$ cat src/rtl/fetch_pkg.sv
// Shared types and constants for the instruction fetch front end.
package fetch_pkg;

  typedef struct packed {
    logic [31:0] pc;
    logic [31:0] instr;
  } fetch_entry_t;

  localparam logic [31:0] NOP_INSTR = 32'h0000_0013;
  localparam logic [31:0] PC_INC    = 32'd4;

  localparam fetch_entry_t EMPTY_ENTRY = '{pc: 32'h0000_0000, instr: NOP_INSTR};

endpackage

$ cat src/rtl/fetch_queue.sv
// Small FIFO of fetched {pc, instr} entries; head is visible combinationally.
module fetch_queue
  import fetch_pkg::*;
#(
  parameter int DEPTH = 4,
  localparam int IW = $clog2(DEPTH),
  localparam int CW = IW + 1
) (
  input  logic         clk,
  input  logic         rst_n,
  input  logic         push,
  input  fetch_entry_t push_data,
  input  logic         pop,
  input  logic         flush,
  output logic [CW-1:0] count,
  output fetch_entry_t head,
  output logic         full,
  output logic         empty
);

  fetch_entry_t mem [DEPTH];
  logic [IW-1:0] rd_ptr;
  logic [IW-1:0] wr_ptr;
  logic          do_push;
  logic          do_pop;

  assign full    = (count == CW'(DEPTH));
  assign empty   = (count == '0);
  assign do_push = push && !full;
  assign do_pop  = pop && !empty;
  assign head    = mem[rd_ptr];

  // Pointers wrap naturally at DEPTH (a power of two); count tells full from empty.
  always_ff @(posedge clk or negedge rst_n) begin
    if (!rst_n) begin
      rd_ptr <= '0;
      wr_ptr <= '0;
      count  <= '0;
      for (int i = 0; i < DEPTH; i++) begin
        mem[i] <= EMPTY_ENTRY;
      end
    end else if (flush) begin
      rd_ptr <= '0;
      wr_ptr <= '0;
      count  <= '0;
    end else begin
      if (do_push) begin
        mem[wr_ptr] <= push_data;
        wr_ptr      <= wr_ptr + 1'b1;
      end
      if (do_pop) begin
        rd_ptr <= rd_ptr + 1'b1;
      end
      case ({do_push, do_pop})
        2'b10:   count <= count + 1'b1;
        2'b01:   count <= count - 1'b1;
        default: count <= count;
      endcase
    end
  end

endmodule

$ cat src/rtl/fetch_unit.sv
// Fetch stage: owns the PC, issues icache reads under a queue-credit limit and
// buffers the fixed-latency responses for decode.
module fetch_unit
  import fetch_pkg::*;
#(
  parameter logic [31:0] RESET_PC   = 32'h0000_0000,
  parameter int          FQ_DEPTH   = 4,
  parameter int          IC_LATENCY = 2
) (
  input  logic        clk,
  input  logic        rst_n,
  input  logic        redirect_valid,
  input  logic [31:0] redirect_pc,
  output logic [29:0] ic_index,
  output logic        ic_en,
  input  logic [31:0] ic_rdata,
  input  logic        ic_rvalid,
  output logic        out_valid,
  input  logic        out_ready,
  output logic [31:0] out_pc,
  output logic [31:0] out_instr
);

  localparam int CW = $clog2(FQ_DEPTH) + 1;

  logic [31:0]           pc;
  logic [IC_LATENCY-1:0] sh_valid;
  logic [31:0]           sh_pc [IC_LATENCY];
  logic [IC_LATENCY-1:0] req_track;
  logic [31:0]           occupancy;
  logic                  credit_ok;
  logic                  push;
  logic                  pop;
  logic [CW-1:0]         fq_count;
  logic                  fq_full;
  logic                  fq_empty;
  fetch_entry_t          fq_head;
  fetch_entry_t          push_entry;

  // Queued plus in-flight work must fit in the queue; pops this cycle earn no credit.
  always_comb begin
    occupancy = 32'(fq_count);
    for (int i = 0; i < IC_LATENCY; i++) begin
      occupancy = occupancy + 32'(sh_valid[i]);
    end
    credit_ok  = (occupancy < 32'(FQ_DEPTH));
    ic_en      = rst_n && (redirect_valid || credit_ok);
    ic_index   = redirect_valid ? redirect_pc[31:2] : pc[31:2];
    push       = ic_rvalid && sh_valid[IC_LATENCY-1] && !redirect_valid;
    pop        = out_valid && out_ready && !redirect_valid;
    push_entry = '{pc: sh_pc[IC_LATENCY-1], instr: ic_rdata};
  end

  always_ff @(posedge clk or negedge rst_n) begin
    if (!rst_n) begin
      pc <= RESET_PC;
    end else if (redirect_valid) begin
      pc <= redirect_pc + PC_INC;
    end else if (ic_en) begin
      pc <= pc + PC_INC;
    end
  end

  // Stage 0 always captures this cycle's request, so a redirect target survives its own squash.
  always_ff @(posedge clk or negedge rst_n) begin
    if (!rst_n) begin
      sh_valid <= '0;
      for (int i = 0; i < IC_LATENCY; i++) begin
        sh_pc[i] <= '0;
      end
    end else begin
      sh_valid[0] <= ic_en;
      sh_pc[0]    <= {ic_index, 2'b00};
      for (int i = 1; i < IC_LATENCY; i++) begin
        sh_valid[i] <= sh_valid[i-1] && !redirect_valid;
        sh_pc[i]    <= sh_pc[i-1];
      end
    end
  end

  // Mirrors what the icache actually saw, ignoring squashes and reset, so responses can be cross-checked.
  always_ff @(posedge clk) begin
    req_track[0] <= ic_en;
    for (int i = 1; i < IC_LATENCY; i++) begin
      req_track[i] <= req_track[i-1];
    end
  end

  fetch_queue #(
    .DEPTH(FQ_DEPTH)
  ) u_queue (
    .clk      (clk),
    .rst_n    (rst_n),
    .push     (push),
    .push_data(push_entry),
    .pop      (pop),
    .flush    (redirect_valid),
    .count    (fq_count),
    .head     (fq_head),
    .full     (fq_full),
    .empty    (fq_empty)
  );

  assign out_valid = !fq_empty;
  assign out_pc    = fq_head.pc;
  assign out_instr = fq_head.instr;

  a_rvalid_matches_request: assert property (
    @(posedge clk) disable iff (!rst_n) ic_rvalid == req_track[IC_LATENCY-1]);

  a_redirect_aligned: assert property (
    @(posedge clk) disable iff (!rst_n) redirect_valid |-> (redirect_pc[1:0] == 2'b00));

  a_no_overflow: assert property (
    @(posedge clk) disable iff (!rst_n) !(push && fq_full));

  a_head_stable: assert property (
    @(posedge clk) disable iff (!rst_n)
    (out_valid && !out_ready && !redirect_valid) |=>
      (out_valid && $stable(out_pc) && $stable(out_instr)));

endmodule

$ cat config.mk
export PLATFORM = sky130hd
export DESIGN_NAME = fetch_unit
export DESIGN_NICKNAME = d
export VERILOG_FILES = /design/src/rtl/fetch_pkg.sv /design/src/rtl/fetch_queue.sv /design/src/rtl/fetch_unit.sv
export SDC_FILE = /design/constraint.sdc
export NUM_CORES = 1
export LEC_CHECK = 0
export ABC_AREA = 1
export CAP_MARGIN = 20
export CORE_ASPECT_RATIO = 1.1
export CORE_MARGIN = 2
export CORE_UTILIZATION = 55
export CTS_CLUSTER_SIZE = 25
export DETAILED_ROUTE_END_ITERATION = 10
export MAX_ROUTING_LAYER = met4
export PLACE_DENSITY = 0.82
export SYNTH_ARGS = -nofsm -noshare
export SYNTH_HDL_FRONTEND = slang
export SYNTH_SLANG_ARGS = --single-unit
$ cat constraint.sdc
create_clock -name clk -period 3.2 [get_ports clk]
set_input_delay 0.64 -clock clk [delete_from_list [all_inputs] [get_ports clk]]
set_output_delay 0.64 -clock clk [all_outputs]
set_load 0.05 [all_outputs]
==> out/qor.yml <==
yosys_warnings: 0
die_area_um2: 28700
synthSimpleGateAreaFrac_pct: 19.4
antenna_found_initial: 0
multi_input_area_um2: 5510
synth_top_area_share_pct: 55.7
die_y_um: 178
cp-end-kind: "output port"
slew_viol_final: 0
area_growth_pct: 23.0
final_layout_size_suffix_gt1_share_pct: 13.7
viasPerCell: 5.63
cts_root_buf: "clkbuf_16"
synth_area_leaders: "dfrtp_1 (56%), o21ai_0 (13%), nand2_1 (12%)"
cts_buffers: 36
netlist_area_um2: 15100
powerDensity_nw_per_um2: 897
fin_crit_ps: 3120
fmax_mhz: 321
dp.cells: 2187
firstDrtPassIters: 7
synth_compound_area_share_pct: 16.1
insertion_delay_ps: 520
worstMarginPinSlew_ps: 836
initialDrtViolationCount: 1297
ys_types: 35
cp_data_arrival_time_ps: 2480
io_pins: 165
grt_max_degree: 147
setup_tns_ps: 0
setup_violations: 0
grt_util_all_layers_pct: 27.2
crit_type: "flop to output port"
hp-start: "sh_pc[62]"
gp_congestion: 0.956
startpoint: "u_queue.rd_ptr[1]"
hold_viol_final: 0
ys_seq_elements: 347
core_um2: 27000
muxShareOfSynthArea_pct: 0
clk_pin_slew_ps: 60
n_antenna_cell: 0
ant_nets: 0
chipWidth_um: 162
start_kind: "flop"
finClkSkew_ps: 21.7
avgSynthCellArea_um2: 8.61
synth_xor_area_share_pct: 0.233
final_cells: 2254
r2r_slack_ps: 1120
synth_seq_area_share_pct: 57.8
fill_cells: 1998
holdCritPathClass: "flop to flop"
yosysTopAreaCell: "dfrtp_1"
min_period_over_period_pct: 97.4
grt_pass1_vias: 12300
cts_tree: "yes"
cts_resized: 0
finalPower_mw: 16.6
htreeDepth: 2
nets: 1946
clock-sinks: 347
wirelength_mm: 37.6
critPathMaxFanout: 31
wire_per_inst_um: 16.7
grt_pass1_wl_mm: 61.2
cp_data_required_time_ps: 2560
netlist_instances: 1749
leakagePower_nw: 8.82
r2r-start: "u_queue.count[0]"
rsz0062_at_grt: "no"
relSlewSlack_pct: 44.2
register_area_um2: 8700
drc: 0
hpwl_mm: 22.8
yosys.area_share.adder_pct: 0.632
cap_viol_max_count: 0
peakVddDrop_mv: 0.632
row_count: 63
port_buffers: 160
synth_top_family_by_area: "simple AND/OR/NAND/NOR gates"
status: "finished, final reports clean"
overflow: 0
initial_core_util_pct: 55.9
num_vias: 12700
clk_path_buf_depth: 3
fin_hold_ws_ps: 344
[layout make-up]
cell class                 instances  area share [%]
inverter                          98            2.01
tap                              357            2.41
clock inverter                    18            1.85
clock buffer                      47            5.53
multi-input combinational       1198            29.8
sequential                       347            47.0
timing repair buffer             189            11.4
[layer usage]
metal,vias to the layer above,track usage [%],wire (um)
met4,0,9.22,1080
met5,-,-,0
met2,541,43.6,18100
li1,5934,-,-
met3,83,4.35,2700
met1,6135,35.7,15700
[kinds of logic (layout without fill, tap and decap cells)]
group / after synthesis / count (layout)
AOI/OAI and AO/OA: 465 / 465
and+or+nand+nor: 720 / 720
other: 1 / 2
adders and majority gates: 7 / 7
DFF: 347 / 347
buffers and inverters: 205 / 352
xor gates and xnor gates: 4 / 4
[path summary, 6_finish.rpt]
path / endpoint / cells past startpoint
max: out_pc[11] / 4
min: push_entry[62] / 0
max reg2reg: pc[30] / 8
min reg2reg: push_entry[62] / 0
max in group asynchronous: u_queue.mem[31] / 4
min in group asynchronous: u_queue.mem[45] / 2
[stage by stage]
stage	cell area, um^2	util, %	setup WS, ps
final	18500	68.7	83.6
after global routing	18500	68.7	10.1
after CTS	18500	68.6	112
after detailed placement	17100	63.5	153
after global placement	17100	63.5	230
after floorplan	15100	-	551
[cell usage after synthesis]
cell,count
nor3_2,1
inv_4,1
buf_12,2
ha_1,6
o22ai_1,63
a21oi_1,4
o21bai_1,1
nand4_1,4
or2_2,1
fa_1,1
buf_4,4
xor2_1,3
conb_1,1
inv_1,91
buf_6,3
dfrtp_1,335
o31ai_1,1
inv_2,1
nand2_2,38
o21ai_0,390
xnor2_1,1
clkbuf_1,67
a31oi_1,5
nand2_1,463
buf_2,31
nand2_4,3
nor2_1,167
nor2_4,2
nor2_2,8
o21ai_2,1
nand3b_1,1
nand3_1,31
nand3_2,1
dfstp_2,12
clkinv_1,5
[registers in the layout, indices dropped and copies added, names as in the netlist]
signal	count
u_queue.mem	248
sh_pc	30
u_queue.rd_ptr	2
push_entry	30
pc	30
sh_valid	2
u_queue.wr_ptr	2
u_queue.count	3
[layout by cell type, fill, tap and decap left out, types with 2 or more instances in the layout]
master           count
buf_12              40
inv_1               91
a21oi_1              4
a31oi_1              5
nor2_4               2
nand2_4              7
nand2_1            459
o22ai_1             63
nand2_2             38
nor2_2               8
nand3_1             31
ha_1                 6
clkdlybuf4s50_1     66
clkbuf_8             4
clkinv_1             3
clkbuf_1             5
conb_1               2
xor2_1               3
o21ai_0            390
nand4_1              4
inv_2                2
clkinv_2             3
nor2_1             167
bufinv_16            9
clkinvlp_4           5
dfrtp_1            333
buf_4               80
dfstp_2             12
clkbuf_16           38
[report_power, final]
group	total, mW	internal (mW)	switching, mW	leakage [nW]
clock	4.72	3.00	1.72	0.650
combinational	6.19	1.89	4.30	3.64
sequential	5.70	5.24	0.462	4.53
[repair_timing]
action	in CTS	in global routing
hold endpoints to repair	13	0
setup buffers	0	0
hold buffers	1	0
[worst max-delay path, stage by stage (launching register included)]
cell and delay, ps:
dfrtp_2 870, buf_4 410, o21ai_0 140, o22ai_1 280, buf_4 260
No activity file was read; power rests on OpenSTA's default activity.
